===== src/rtl/tdm_demux4.sv =====
// tdm_demux4: recovers four time-multiplexed channels from a single sample
// stream. A frame is four strobed slots, slot 0 is flagged by sync. The block
// hunts for sync, then tracks slots with a 2-bit counter, collecting samples in
// shadow registers. Only a complete, correctly framed set of four samples is
// moved to o0..o3, so the outputs never show a partial or misaligned frame.
module tdm_demux4 #(
  parameter int DATA_W = 1
) (
  input  logic              clk,
  input  logic              rst_n,
  input  logic              en,
  input  logic              sync,
  input  logic [DATA_W-1:0] d,
  output logic [1:0]        s,
  output logic [DATA_W-1:0] o0,
  output logic [DATA_W-1:0] o1,
  output logic [DATA_W-1:0] o2,
  output logic [DATA_W-1:0] o3,
  output logic              valid,
  output logic              locked,
  output logic              sync_err
);

  typedef enum logic {
    HUNT   = 1'b0,
    LOCKED = 1'b1
  } state_t;

  localparam logic [1:0] LAST_SLOT = 2'd3;

  state_t            state;
  logic [1:0]        slot;
  logic [DATA_W-1:0] sh [4];

  // Framing FSM, slot counter, shadow capture and output frame transfer.
  always_ff @(posedge clk) begin
    if (!rst_n) begin
      state    <= HUNT;
      slot     <= 2'd0;
      // NOTE: the shadow registers are cleared too, so a post-reset frame
      // can never be assembled from samples captured before the reset.
      for (int i = 0; i < 4; i++) begin
        sh[i] <= '0;
      end
      o0       <= '0;
      o1       <= '0;
      o2       <= '0;
      o3       <= '0;
      valid    <= 1'b0;
      sync_err <= 1'b0;
    end else begin
      // NOTE: non-blocking assignments throughout; the pulse defaults below
      // are overridden later in the same block and the last assignment wins.
      valid    <= 1'b0;
      sync_err <= 1'b0;

      if (en) begin
        unique case (state)
          HUNT: begin
            // Anything other than a marked slot 0 is noise while hunting.
            if (sync) begin
              sh[0] <= d;
              slot  <= 2'd1;
              state <= LOCKED;
            end
          end

          LOCKED: begin
            if (slot == 2'd0) begin
              if (sync) begin
                // Expected marker: start the next frame.
                sh[0] <= d;
                slot  <= 2'd1;
              end else begin
                // Missing marker: alignment is lost, drop back to hunting.
                sync_err <= 1'b1;
                slot     <= 2'd0;
                state    <= HUNT;
              end
            end else if (sync) begin
              // Early marker: the partial frame is abandoned and the marked
              // sample becomes slot 0 of a fresh frame. Stale shadows for
              // slots 1..3 are overwritten before they can be transferred.
              sync_err <= 1'b1;
              sh[0]    <= d;
              slot     <= 2'd1;
            end else begin
              sh[slot] <= d;
              slot     <= slot + 2'd1;
              if (slot == LAST_SLOT) begin
                // Frame complete: the slot-3 sample goes straight to o3
                // because its shadow is only being written on this edge.
                o0    <= sh[0];
                o1    <= sh[1];
                o2    <= sh[2];
                o3    <= d;
                valid <= 1'b1;
              end
            end
          end
        endcase
      end
    end
  end

  // Status outputs decoded directly from state registers.
  assign s      = slot;
  assign locked = (state == LOCKED);

endmodule


===== config.mk =====
export PLATFORM = sky130hd
export DESIGN_NAME = tdm_demux4
export DESIGN_NICKNAME = d
export VERILOG_FILES = /design/src/rtl/tdm_demux4.sv
export SDC_FILE = /design/constraint.sdc
export NUM_CORES = 1
export LEC_CHECK = 0
export BUFFER_PORTS_ARGS = -buffer_cell sky130_fd_sc_hd__buf_2
export CORE_AREA = 5 5 42 44
export CTS_CLUSTER_DIAMETER = 40
export DETAILED_ROUTE_END_ITERATION = 10
export DIE_AREA = 0 0 47 49
export PLACE_DENSITY_LB_ADDON = 0.1
export SLEW_MARGIN = 20
export SYNTH_ARGS = -nofsm -noshare
export SYNTH_HDL_FRONTEND = slang
export SYNTH_SLANG_ARGS = --single-unit

===== constraint.sdc =====
create_clock -name clk -period 1.6 [get_ports clk]
set_input_delay 0.32 -clock clk [delete_from_list [all_inputs] [get_ports clk]]
set_output_delay 0.32 -clock clk [all_outputs]
set_load 0.01 [all_outputs]

==> impl_results.md <==
- Worst path depth: 7
- DP Area: 673 µm²
- Placed insts: 96
- Crit share post-route: 92.8%
- Clk pin slew, worst setup/hold paths: 80 ps
- Clk buf depth: 2
- Layout Skew: 1.39 ps
- Area Growth Syn to Fin: 32.2%
- Clk sinks: 12
- Max Cap Viol: 0
- Critical path's top delay family: simple AND/OR/NAND/NOR gates
- HP Class: in2reg
- DR vias: 473
- Total gr overflow: 0
- Power Density: 817 nW/µm²
- Ranking of synthesized cells by area: dfxtp_1 (42%), ha_1 (11%), mux2i_1 (7.0%)
- Required time at the worst-slack endpoint: 1760 ps
- Placeable Area: 1400 µm²
- Peak Freq: 0.673 GHz
- Fin cells: 100
- Vias/cell: 4.73
- Layout Utilization: 54.2%
- Pre-CTS WS: 65.0 ps
- Number of synthesized register bits: 12
- Max transition margin: 78.3%
- Clk_lat worst skew: 270 ps
- GRT Total Usage: 11.2%
- Post-route cell area: 759 µm²
- Final setup viols: 0
- Fraction of layout cells with a size suffix above 1: 35.7%
- Cell variety after synth: 22
- Sequential share of the synthesized area: 41.8%
- Htree depth: 1
- Global-route wire length before repair: 1930 µm
- Buf/Inv on CP: 2
- Syn nets: 76
- Status: finished clean
- Max incr delay on CP: 340 ps
- Register-to-register setup slack: 120 ps
- Die X: 47 µm
- Gpl congestion: 0.774
- Mapped Area: 574 µm²
- DRC viols: 0
- Clk Tree Root Cell: clkbuf_4
- CP Cell Sequence: inv_2 -> ha_4 -> inv_2 -> ha_4 -> nand4_1 -> nor3_2 -> o21ai_1
- Violation count after the first detailed-routing iteration: 7
- WL final: 1180 µm
- Die ar.: 2300 µm²
- Hold path depth: 3
- Critical path launch point type: flip-flop
- Crit end category: flip-flop
- Max Slew Vio Count: 0
- Synth Area per Inst: 8.70 µm²
- Initial antenna violation count: 0
- Worst IR Drop VDD: 0.000395 V
- Inserted Clock Buffers: 3
- Layout Nets: 95
- Synth top area share: 41.8%
- Minimum clock period: 1480 ps
- Worst Tran Pin Value: 324 ps
- Total power: 0.620 mW
- Syn Inst Count: 66
- I/O pin count: 14
- Die Span Y: 49 µm
- Largest area contributor in the netlist: dfxtp_1
- Crit-path max FO: 3
- Reg2reg path depth: 7
- Cell Rows: 14
- Critical path's slowest cell: dfxtp_2
- Port bufs: 13
- Ys Warns: 0
- CP Data Arrival Time: 1650 ps
- Ant. Diodes: 0
- Pin count of the biggest net entering global routing: 14
- Starting Density: 41.0%
- Crit Path Category: reg2reg
- Vias in the first global route: 437
- CTS tree: yes
- Leakage Power: 0.362 nW
- Hold Vio Cnt, Final: 0
- DP HPWL: 826 µm
- Per-cell routed wire length: 11.8 µm
- Pre-Repair DR Iteration Count: 4
- Final setup margin: 115 ps
- Post-DRT Antenna Nets: 0
==> through the flow <==
stage / TNS [ps] / hold slack [ps]
finish: 0 / 295
global route: -3.99 / 312
CTS: 0 / 286
detailed placement: 0 / 453
global placement: 0 / 448
floorplan: 0 / 429
==> metal layers <==
metal | GRT usage (%) | share of wire, %
met5 | 0 | 0
met4 | 4.15 | 0.77
met3 | 3.32 | 3.7
met2 | 14.3 | 42
met1 | 17.3 | 53
==> synthesized netlist by cell type, drive strengths merged <==
cell and number:
nor2 4, nand2 8, ha 5, clkbuf 1, dfxtp 12, and3 1
a21oi 1, nor3 3, nand3 2, a21boi 1, and2 1, a32o 1
nand4 2, nor2b 6, buf 1, o21ai 5, o22ai 1, a22oi 1
mux2i 4, inv 6
==> worst reg2reg max path, delay by kind of cell (launching register included) <==
family | cells | cell delay [ps]
flip-flops | 1 | 340
adder cells (fa/ha/maj) | 2 | 320
buffers and inverters | 2 | 140
AO/OA/AOI/OAI | 1 | 90
AND/OR/NAND/NOR | 2 | 490
==> placed cells by master, fill, tap and decap left out, drive strengths merged, types with 2 or more instances in the layout <==
cell type	n
mux2i	4
nor3	3
nand3	2
clkbuf	4
buf	16
inv	6
nand4	2
nor2	4
dfxtp	12
o21ai	5
ha	5
nand2	8
nor2b	6
==> cells by family after synthesis <==
family	Yosys count	synth area share (%)
fa+ha+maj	5	10.9
compound gates	10	10.7
simple gates	27	24.2
buf+inv	8	5.44
flops	12	41.8
mux	4	6.97
==> report_power, final <==
group	internal, mW	switching [mW]	leakage [nW]
combinational	0.0289	0.0377	0.243
clock	0.138	0.106	0.0210
sequential	0.304	0.00533	0.0981
==> registers in the layout, summed over array words and instances, names as in the netlist <==
| signal | flops |
|---|---|
| o1 | 1 |
| sync_err | 1 |
| o2 | 1 |
| valid | 1 |
| locked | 1 |
| sh | 3 |
| s | 2 |
| o3 | 1 |
| o0 | 1 |
==> what timing repair did <==
action | in CTS | in global routing
buffers inserted | 0 | 0
resized for setup | 0 | 13
hold buffers | 0 | 0
setup endpoints to repair | 0 | 6
==> worst paths after layout <==
path                                         from            end
worst min-delay path                            d  sh[1]$_DFF_P_
worst min register to register      sh[2]$_DFF_P_  sh[2]$_DFF_P_
worst max-delay path            s[1]$_SDFFE_PN0P_  sh[2]$_DFF_P_
worst max register to register  s[1]$_SDFFE_PN0P_  sh[2]$_DFF_P_
==> area by class of cell <==
type | count | area, µm²
Fill cell | 145 | 642
Multi-Input combinational cell | 46 | 350
Sequential cell | 12 | 243
Timing Repair Buffer | 16 | 87.6
Clock buffer | 4 | 36.3
Inverter | 6 | 22.5
Tap cell | 16 | 20.0
Power figures use the tool's default switching activity.
